`src/rtl/ysyx_25030085_ifu_pkg.sv`:
```
// Shared types and constants for the ysyx_25030085 instruction fetch unit.
package ysyx_25030085_ifu_pkg;

  typedef enum logic [1:0] {
    S_IDLE = 2'd0,
    S_REQ  = 2'd1,
    S_WAIT = 2'd2,
    S_OUT  = 2'd3
  } ifu_state_e;

  localparam logic [31:0] IFU_RESET_PC = 32'h8000_0000;
  localparam logic [31:0] IFU_NOP      = 32'h0000_0013;
  localparam logic [31:0] IFU_PC_INC   = 32'd4;

endpackage

```
`src/rtl/ysyx_25030085_ifu_if.sv`:
```
// Fetch-unit bus bundle: instruction-memory request/response, decoder handoff,
// redirect input and error flag. master = the IFU, slave = memory/decoder side.
interface ysyx_25030085_ifu_if;

  logic        imem_req_valid;
  logic        imem_req_ready;
  logic [31:0] imem_addr;
  logic        imem_rsp_valid;
  logic [31:0] imem_rsp_data;
  logic        inst_valid;
  logic        inst_ready;
  logic [31:0] inst;
  logic [31:0] pc;
  logic        redirect_valid;
  logic [31:0] redirect_pc;
  logic        fetch_err;

  modport master (
    output imem_req_valid, imem_addr, inst_valid, inst, pc, fetch_err,
    input  imem_req_ready, imem_rsp_valid, imem_rsp_data, inst_ready,
           redirect_valid, redirect_pc
  );

  modport slave (
    input  imem_req_valid, imem_addr, inst_valid, inst, pc, fetch_err,
    output imem_req_ready, imem_rsp_valid, imem_rsp_data, inst_ready,
           redirect_valid, redirect_pc
  );

endinterface

```
`src/rtl/ysyx_25030085_pc_reg.sv`:
```
// Fetch PC register with next-PC mux: a redirect load wins over the +4 advance.
module ysyx_25030085_pc_reg
  import ysyx_25030085_ifu_pkg::*;
#(
  parameter logic [31:0] RESET_PC = IFU_RESET_PC
) (
  input  logic        clk,
  input  logic        rst,
  input  logic        load_i,
  input  logic [31:0] load_pc_i,
  input  logic        advance_i,
  output logic [31:0] pc_o
);

  logic [31:0] pc_q, pc_d;

  always_comb begin
    pc_d = pc_q;
    if (load_i) begin
      pc_d = load_pc_i;
    end else if (advance_i) begin
      pc_d = pc_q + IFU_PC_INC;
    end
  end

  always_ff @(posedge clk) begin
    if (rst) begin
      pc_q <= RESET_PC;
    end else begin
      pc_q <= pc_d;
    end
  end

  assign pc_o = pc_q;

endmodule

```
`src/rtl/ysyx_25030085_ifu.sv`:
```
// Instruction fetch unit: IDLE/REQ/WAIT/OUT FSM, one outstanding request.
// Optional misaligned-redirect trap enabled by defining IFU_ALIGN_CHECK_EN.
module ysyx_25030085_ifu
  import ysyx_25030085_ifu_pkg::*;
#(
  parameter logic [31:0] RESET_PC = IFU_RESET_PC
) (
  input logic                        clk,
  input logic                        rst,
  ysyx_25030085_ifu_if.master        bus
);

  ifu_state_e  state_q, state_d;
  logic        drop_q, drop_d;
  logic [31:0] inst_q, inst_d;
  logic        err_q, err_d;
  logic [31:0] pc_q;
  logic        pc_load, pc_advance;
  logic        misalign;
  logic [31:0] redirect_tgt;

  assign redirect_tgt = bus.redirect_pc & ~32'h3;

`ifdef IFU_ALIGN_CHECK_EN
  assign misalign = bus.redirect_valid && (bus.redirect_pc[1:0] != 2'b00);
`else
  assign misalign = 1'b0;
`endif

  ysyx_25030085_pc_reg #(
    .RESET_PC (RESET_PC)
  ) u_pc_reg (
    .clk       (clk),
    .rst       (rst),
    .load_i    (pc_load),
    .load_pc_i (redirect_tgt),
    .advance_i (pc_advance),
    .pc_o      (pc_q)
  );

  always_comb begin
    state_d    = state_q;
    drop_d     = drop_q;
    inst_d     = inst_q;
    err_d      = err_q;
    pc_load    = 1'b0;
    pc_advance = 1'b0;
    if (err_q) begin
      state_d = S_IDLE;
    end else if (misalign) begin
      err_d   = 1'b1;
      drop_d  = 1'b0;
      state_d = S_IDLE;
    end else if (bus.redirect_valid) begin
      pc_load = 1'b1;
      state_d = S_REQ;
      // A request already accepted by memory must have its response swallowed.
      if (state_q == S_REQ && bus.imem_req_ready) begin
        drop_d  = 1'b1;
        state_d = S_WAIT;
      end else if (state_q == S_WAIT) begin
        drop_d  = !bus.imem_rsp_valid;
        state_d = bus.imem_rsp_valid ? S_REQ : S_WAIT;
      end
    end else begin
      case (state_q)
        S_IDLE: state_d = S_REQ;
        S_REQ:  if (bus.imem_req_ready) state_d = S_WAIT;
        S_WAIT: begin
          if (bus.imem_rsp_valid) begin
            if (drop_q) begin
              drop_d  = 1'b0;
              state_d = S_REQ;
            end else begin
              inst_d  = bus.imem_rsp_data;
              state_d = S_OUT;
            end
          end
        end
        S_OUT: begin
          if (bus.inst_ready) begin
            pc_advance = 1'b1;
            state_d    = S_REQ;
          end
        end
        default: state_d = S_IDLE;
      endcase
    end
  end

  always_ff @(posedge clk) begin
    if (rst) begin
      state_q <= S_IDLE;
      drop_q  <= 1'b0;
      inst_q  <= IFU_NOP;
      err_q   <= 1'b0;
    end else begin
      state_q <= state_d;
      drop_q  <= drop_d;
      inst_q  <= inst_d;
      err_q   <= err_d;
    end
  end

  assign bus.imem_req_valid = (state_q == S_REQ);
  assign bus.imem_addr      = pc_q;
  assign bus.inst_valid     = (state_q == S_OUT);
  assign bus.inst           = inst_q;
  assign bus.pc             = pc_q;
  assign bus.fetch_err      = err_q;

endmodule

```
`src/flat_wrapper.sv`:
```
// flat-port wrapper written by rule: the top's interface ports become plain ports
module ysyx_25030085_ifu_flat import ysyx_25030085_ifu_pkg::*;
#(
  parameter logic [31:0] RESET_PC = IFU_RESET_PC
)
  (clk, rst, bus_imem_req_valid, bus_imem_addr, bus_inst_valid, bus_inst, bus_pc, bus_fetch_err, bus_imem_req_ready, bus_imem_rsp_valid, bus_imem_rsp_data, bus_inst_ready, bus_redirect_valid, bus_redirect_pc);
  ysyx_25030085_ifu_if bus_i ();
  input logic clk;
  input logic rst;
  output wire logic [$bits(bus_i.imem_req_valid)-1:0] bus_imem_req_valid;
  output wire logic [$bits(bus_i.imem_addr)-1:0] bus_imem_addr;
  output wire logic [$bits(bus_i.inst_valid)-1:0] bus_inst_valid;
  output wire logic [$bits(bus_i.inst)-1:0] bus_inst;
  output wire logic [$bits(bus_i.pc)-1:0] bus_pc;
  output wire logic [$bits(bus_i.fetch_err)-1:0] bus_fetch_err;
  input wire logic [$bits(bus_i.imem_req_ready)-1:0] bus_imem_req_ready;
  input wire logic [$bits(bus_i.imem_rsp_valid)-1:0] bus_imem_rsp_valid;
  input wire logic [$bits(bus_i.imem_rsp_data)-1:0] bus_imem_rsp_data;
  input wire logic [$bits(bus_i.inst_ready)-1:0] bus_inst_ready;
  input wire logic [$bits(bus_i.redirect_valid)-1:0] bus_redirect_valid;
  input wire logic [$bits(bus_i.redirect_pc)-1:0] bus_redirect_pc;
  assign bus_imem_req_valid = bus_i.imem_req_valid;
  assign bus_imem_addr = bus_i.imem_addr;
  assign bus_inst_valid = bus_i.inst_valid;
  assign bus_inst = bus_i.inst;
  assign bus_pc = bus_i.pc;
  assign bus_fetch_err = bus_i.fetch_err;
  assign bus_i.imem_req_ready = bus_imem_req_ready;
  assign bus_i.imem_rsp_valid = bus_imem_rsp_valid;
  assign bus_i.imem_rsp_data = bus_imem_rsp_data;
  assign bus_i.inst_ready = bus_inst_ready;
  assign bus_i.redirect_valid = bus_redirect_valid;
  assign bus_i.redirect_pc = bus_redirect_pc;
  ysyx_25030085_ifu #(.RESET_PC(RESET_PC)) u_core (.clk(clk), .rst(rst), .bus(bus_i));
endmodule
```
`config.mk`:
```
export PLATFORM = sky130hd
export DESIGN_NAME = ysyx_25030085_ifu_flat
export DESIGN_NICKNAME = d
export VERILOG_FILES = /design/src/rtl/ysyx_25030085_ifu_pkg.sv /design/src/rtl/ysyx_25030085_ifu_if.sv /design/src/rtl/ysyx_25030085_pc_reg.sv /design/src/rtl/ysyx_25030085_ifu.sv /design/src/flat_wrapper.sv
export SDC_FILE = /design/constraint.sdc
export NUM_CORES = 1
export LEC_CHECK = 0
export ABC_AREA = 1
export BUFFER_PORTS_ARGS = -buffer_cell sky130_fd_sc_hd__buf_4
export CORE_UTILIZATION = 42
export CTS_BUF_LIST = sky130_fd_sc_hd__clkbuf_4 sky130_fd_sc_hd__clkbuf_8 sky130_fd_sc_hd__clkbuf_16
export DETAILED_ROUTE_END_ITERATION = 6
export HOLD_SLACK_MARGIN = 0.1
export PLACE_DENSITY = 0.81
export SYNTH_ARGS = -nofsm -noshare
export SYNTH_HDL_FRONTEND = slang
export SYNTH_SLANG_ARGS = --single-unit
```
`constraint.sdc`:
```
create_clock -name clk -period 1.5 [get_ports clk]
set_clock_uncertainty 0.2 [all_clocks]
set_input_delay 0.15 -clock clk [delete_from_list [all_inputs] [get_ports clk]]
set_output_delay 0.15 -clock clk [all_outputs]
set_load 0.02 [all_outputs]
```
======== Yosys cells after proc, flatten, opt, wreduce, memory -nomap -nowiden ========
Cells that the tools add are included.
word-level totals
  register bits after elaboration ......... 68
  input bits .............................. 70
  logic and storage cells ................. 51
operators by class
  $add $sub $neg .......................... 1
  equality and inequality tests ........... 6
  mux-type cells .......................... 23
  bitwise logic cells ..................... 3
  reduce and logical (&&, ||, !) cells .... 12
operator list
  cell                     count
  $mux W32                 2
  $add A32 B3 Y32 const B  1
  $mux W2                  8
  $mux W1                  12
  $pmux W2 S4              1
  $reduce_bool A2 Y1       4
  $ne A3 B1 Y1 const B     2
  $reduce_and A5 Y1        1
  $eq A2 B2 Y1 const B     2
  $reduce_and A4 Y1        1
  $reduce_or A2 Y1         2
  $ne A3 B3 Y1 const B     1
  $not A1 Y1               3
  $reduce_and A3 Y1        1
  $eq A2 B1 Y1 const B     1
  $logic_not A2 Y1         1
  $logic_and A1 B1 Y1      1
  $logic_not A1 Y1         1

======== Depth between registers and ports, before layout ========
  depth after elaboration ................. 6
  gate-level depth with buffers ........... 12

======== Cells and area by module ========
Synthesis repeated with hierarchy kept, for this count alone.
second synthesis, totals
  cell total of the unflattened synthesis .. 559
  area total of the unflattened synthesis .. 3778.6 sq um
modules (own cells, without submodules)
  module                times used  cells each  area an instance (sq um)  sequential area each (sq um)
  ysyx_25030085_pc_reg  1           337         2108.3                    640.6
  ysyx_25030085_ifu     1           222         1670.4                    700.7

======== Worst setup path before layout ========
Ideal clock, no wire load.
  path type ............................... register -> register
  from .................................... register u_core.u_pc_reg.pc_q[2] (netlist: u_core.u_pc_reg.pc_o[2])
  to ...................................... register u_core.u_pc_reg.pc_q[28] (netlist: u_core.u_pc_reg.pc_o[28])
  arrival time ............................ 1.515 ns
  required time ........................... 1.191 ns
  path slack .............................. -0.324 ns
  stages on the path, launching flop included .. 13
  clock period less this slack ............ 1.824 ns
  path through ............................ dfxtp_1 ha_1 nand2_1 nor2_4 nand2_2 nor2_2 inv_2 nor2_2 nand2_1 nand2_1 nand3_1 nand2_1 inv_1
between the ends
  word-level cells in the longest chain between the ends .. 3
ends and longest elaborated chain
  element                 line                        RTL
  from (decl)             ysyx_25030085_pc_reg.sv:15  logic [31:0] pc_q, pc_d;
  from (signal assigned)  ysyx_25030085_pc_reg.sv:30  pc_q <= pc_d;
  $add A32 B3 Y32         ysyx_25030085_pc_reg.sv:22  pc_d = pc_q + IFU_PC_INC;
  $mux W32                ysyx_25030085_pc_reg.sv:21  end else if (advance_i) begin
  $mux W32                ysyx_25030085_pc_reg.sv:19  if (load_i) begin
No other way between the ends. The select of a mux whose other input is x is not followed.
A chain may end at the register's enable or synchronous reset.

======== Worst setup path after layout ========
  from .................................... register u_core.state_q[0]
  to ...................................... register u_core.u_pc_reg.pc_q[28] (netlist: u_core.u_pc_reg.pc_o[28])
between the ends
  word-level cells in the longest chain between the ends .. 5
ends and longest elaborated chain
  element                       line                     RTL
  from (decl)                   ysyx_25030085_ifu.sv:13  ifu_state_e state_q, state_d;
  from (signal assigned)        ysyx_25030085_ifu.sv:98  state_q <= state_d;
  $eq A2 B2 Y1                  ysyx_25030085_ifu.sv:66  case (state_q)
  $mux W1                       ysyx_25030085_ifu.sv:66
  $mux W1                       ysyx_25030085_ifu.sv:54  end else if (bus.redirect_valid) begin
  $mux W1                       ysyx_25030085_ifu.sv:48  if (err_q) begin
  $reduce_bool A2 Y1 (no line)  --
No other way between the ends.

==> run summary <==
## Worst setup path
• register — element type at the critical path start
• 2.14 ns — arrival time reported for the critical path endpoint
• register — critical path capture point type
• 0.41 ns — Critical Path Max Stage Delay
• -0.52 ns — flop2flop setup slack
• register to register — Crit Path Class
• sky130_fd_sc_hd__nor3_1 — slowest cell on the critical path
• 1.62 ns — required arrival time at the worst endpoint
• sky130_fd_sc_hd__nand3_1 — dominant cell type by count on the critical path
• ha_4, nand2_4, inv_4, buf_4, nand3_1, nor3_1, nand3_1, nand3_1, nand2_1, inv_1 — critical path cell sequence
• 3 — Crit Path Max Fanout
• u_core.state_q[0] — crit path from
• u_core.state_q[0] — worst r2r src

## Global routing
• 36.8% — met1 demand-to-capacity share in global routing
• 33.7% — global router's overall resource usage
• met2 — busiest layer in global routing
• 33 — maximum number of pins on one net before global-route repair
• 5.77% — global routing usage on met3
• 23.4 mm — global-route wire length before repair
• 4933 — vias in the first global route
• 0 — total gr overflow
• 60.7% — met2 Track Usage GR
• 2 — antenna violations before repair

## Floorplanning
• 95.9 µm — die width
• 95.9 µm — Die Y
• 169 — count of pins on the block boundary
• 33 — number of placement rows
• 44.2% — starting density of the core
• 9190 µm² — floorplan die area
• 8380 µm² — Core Footprint

## Clock network
• sky130_fd_sc_hd__clkbuf_8 — clock root cell
• 2 — maximum clock path buffer count
• 0.37 ns — clock latency on the worst-skew pair
• 65 — # clock sinks
• 3 — H-tree levels
• 9 — TritonCTS Buffers
• 0.10 ns — Clock transition at path regs
• yes — CTS tree

## Placed design
• 0.881 — final weighted congestion in routability-driven placement
• 9.11 mm — placed wire-length estimate after detailed placement
• 845 — placed cell count
• 161 — count of input and output buffers
• -0.163 ns — worst setup slack after placement

## Synth
• 3700 µm² — total standard cell area after synthesis
• simple AND/OR/NAND/NOR gates — dominant combinational cell family by area after synthesis
• sky130_fd_sc_hd__dfxtp_1 (35%), sky130_fd_sc_hd__nand2_1 (11%), sky130_fd_sc_hd__nor2_1 (9.6%), sky130_fd_sc_hd__o21ai_0 (7.2%), sky130_fd_sc_hd__buf_4 (7.1%) — cell types with the largest area share after synthesis
• 0% — ys async rst share
• sky130_fd_sc_hd__dfxtp_1 — post-synthesis cell type with the largest combined area
• 6.64 µm² — Post-Synthesis Mean Instance Area
• 0 — count of flip-flops with a built-in enable after synthesis
• 1.66% — fraction of synthesized cell area in xor and xnor cells
• 31.8% — simple-gate portion of the synthesized area
• 15.0% — share of the synthesized area in compound gates (AO/OA/AOI/OAI)
• sky130_fd_sc_hd__dfxtp_1 — Primary FF master, synth
• 0 — Ys Warns
• 35.2% — sequential area share after synthesis
• 557 — Post-Syn Instances
• 35.2% — proportion of netlist area held by the largest area contributor
• 34 — number of distinct standard cells referenced by the synthesized netlist
• 65 — Yosys reg bits
• 1.35% — adder-cell share of the synthesized area
• 0% — fraction of synthesized area in multiplexers

## Timing
• 0 — number of endpoints with negative hold slack in the final report
• -0.519 ns — worst setup margin
• 0 — Max Slew Vio Count
• 65.1% — Worst slew margin
• 67 — Setup-failing EPs final
• true — setup repair after global routing missed its margin
• 2.02 ns — fin crit period
• 135% — final worst-path cycle share
• -14.07 ns — TNS Setup
• 0.519 ns — worst-margin pin slew
• 495 MHz — Max Clk Rate

## Power
• 3.31 nW — static leakage power
• 1.87 mW — switching power total
• 37.3% — proportion of power drawn by flip-flops and latches
• 31.3% — proportion of power drawn by the clock network
• 0.000687 V — Max rail drop VDD
• 5.19 mW — PnR Total Power
• 31.5% — proportion of power drawn by combinational gates
• 36.1% — Switching Share
• 3.32 mW — cell internal pwr
• 707 nW/µm² — Power Density

## Final layout
• 53.7% — share of post-route cells with drive strength above 1
• 297 — Filler Cell Count
• 954 — final non-filler cell total
• 0 — diodes inserted
• 98.5% — Layout area overhead
• 918 — Nets

## Min path
• bus_redirect_valid — startpoint of the lowest-slack hold path
• input pin to register — path class of the lowest-slack min-delay path

## Drt
• 641 — violation count after the first detailed-routing iteration
• 6.08 — vias per inst
• 22.3 mm — total routed wirelength
• 0 — post-detailed-route DRC marker count
• 23.4 µm — per-cell routed wire length
• 6 — first-pass detailed-route iteration total
• 0 — DRT antenna net count
• 5804 — vias

## Flow run
• 0 — Max Cap Violations

## Outcome
• setup timing — violated checks
• finished, violations left — result of the run

==> cells by family after synthesis <==
kind of cell             after synthesis
buffers and inverters                109
AO/OA/AOI/OAI                        101
AND/OR/NAND/NOR                      270
adder cells (fa/ha/maj)                4
flip-flops                            65
XOR/XNOR                               7
other                                  1
==> synth_stat cells (2+ instances only) <==
library cell               number
sky130_fd_sc_hd__a21oi_1       22
sky130_fd_sc_hd__a21oi_2        3
sky130_fd_sc_hd__a22o_1         3
sky130_fd_sc_hd__a31oi_1        5
sky130_fd_sc_hd__buf_2          9
sky130_fd_sc_hd__buf_4         35
sky130_fd_sc_hd__clkbuf_1      12
sky130_fd_sc_hd__dfxtp_1       65
sky130_fd_sc_hd__ha_1           4
sky130_fd_sc_hd__inv_1         45
sky130_fd_sc_hd__inv_2          8
sky130_fd_sc_hd__nand2_1      111
sky130_fd_sc_hd__nand2_2        5
sky130_fd_sc_hd__nand3_1       31
sky130_fd_sc_hd__nand4_1        4
sky130_fd_sc_hd__nor2_1        95
sky130_fd_sc_hd__nor2_2         8
sky130_fd_sc_hd__nor2_4         7
sky130_fd_sc_hd__nor3_1         5
sky130_fd_sc_hd__o21ai_0       53
sky130_fd_sc_hd__o21ai_1        8
sky130_fd_sc_hd__o21bai_1       2
sky130_fd_sc_hd__xnor2_1        3
sky130_fd_sc_hd__xor2_1         4
==> sequential cells by signal, indices dropped and copies added (netlist names) <==
signal and count:
u_core.state_q 2, u_core.u_pc_reg.pc_o 30, u_core.drop_q 1, u_core.bus.inst 32
==> per-layer routing <==
metal  share of wire [%]  vias to the layer above
met5                   0                        -
met4                  11                        0
li1                    -                     2312
met2                  46                      658
met1                  31                     2595
met3                  12                      239
==> per-stage QoR <==
step	hold slack, ns	instance area (µm²)	utilization (%)
floorplan	0.0632	3810	-
global placement	0.149	5370	64.0
detailed placement	0.155	5370	64.0
CTS	0.118	6510	77.6
global route	0.132	7350	87.7
finish	0.156	7350	87.7
==> path summary, 6_finish.rpt <==
| path | endpoint | cells after the start |
|---|---|---|
| worst max-delay path | u_core.u_pc_reg.pc_o[28] | 10 |
| worst max register to register | u_core.u_pc_reg.pc_o[28] | 10 |
| worst min-delay path | u_core.u_pc_reg.pc_o[7] | 4 |
| worst min register to register | u_core.drop_q | 2 |
==> critical path: cells and delay by family (launching register included) <==
kind	cells	cell delay, ns
buffers and inverters	3	0.27
and+or+nand+nor	6	0.97
adders and majority gates	1	0.16
DFF	1	0.39
==> timing repair <==
item / 4_1_cts / 5_1_grt
buffers inserted: 4 / 13
gates cloned: 3 / 4
hold buffers: 70 / 0
resized for setup: 47 / 201
hold endpoints to repair: 65 / 0
setup endpoints to repair: 64 / 64
pin swaps: 9 / 58
==> layout by cell type (no fill, tap or decap), types with 5 or more instances in the layout <==
cell and instances:
sky130_fd_sc_hd__conb_1 5, sky130_fd_sc_hd__o21ai_1 20, sky130_fd_sc_hd__dfxtp_4 8, sky130_fd_sc_hd__dfxtp_1 40, sky130_fd_sc_hd__nand2_4 7, sky130_fd_sc_hd__dfxtp_2 17, sky130_fd_sc_hd__o21ai_2 17, sky130_fd_sc_hd__nand3_1 22
sky130_fd_sc_hd__nand3_2 9, sky130_fd_sc_hd__a31oi_1 5, sky130_fd_sc_hd__inv_1 42, sky130_fd_sc_hd__o21ai_4 8, sky130_fd_sc_hd__inv_2 7, sky130_fd_sc_hd__buf_6 21, sky130_fd_sc_hd__nand2_1 97, sky130_fd_sc_hd__buf_4 227
sky130_fd_sc_hd__dlygate4sd3_1 70, sky130_fd_sc_hd__nor2_4 47, sky130_fd_sc_hd__clkbuf_16 5, sky130_fd_sc_hd__nor2_2 27, sky130_fd_sc_hd__nor2_1 36, sky130_fd_sc_hd__clkbuf_8 9, sky130_fd_sc_hd__o21ai_0 17, sky130_fd_sc_hd__a21oi_1 21
sky130_fd_sc_hd__nand2_2 13
==> area by class of cell <==
cell class                      instances  area (µm²)  share of cell area, %
Timing Repair inverter                  1        6.26                 0.0851
Multi-Input combinational cell        387        2590                   35.3
Timing Repair Buffer                  327        2840                   38.7
Sequential cell                        65        1350                   18.4
Clock inverter                          6        53.8                  0.732
Clock buffer                           10         149                   2.03
Inverter                               53         216                   2.95
Tap cell                              105         131                   1.79
==> power by group through the flow <==
| stage | Sequential (mW) | Clock [mW] | Combinational [mW] |
|---|---|---|---|
| after CTS | 1.90 | 1.54 | 1.28 |
| after floorplan | 2.04 | 0 | 0.478 |
| after global routing | 1.94 | 1.68 | 1.70 |
| after detailed placement | 1.94 | 0 | 1.08 |
| after global placement | 1.93 | 0 | 1.05 |
| final | 1.93 | 1.62 | 1.63 |
Note: power is estimated with default switching activity, not from simulation.
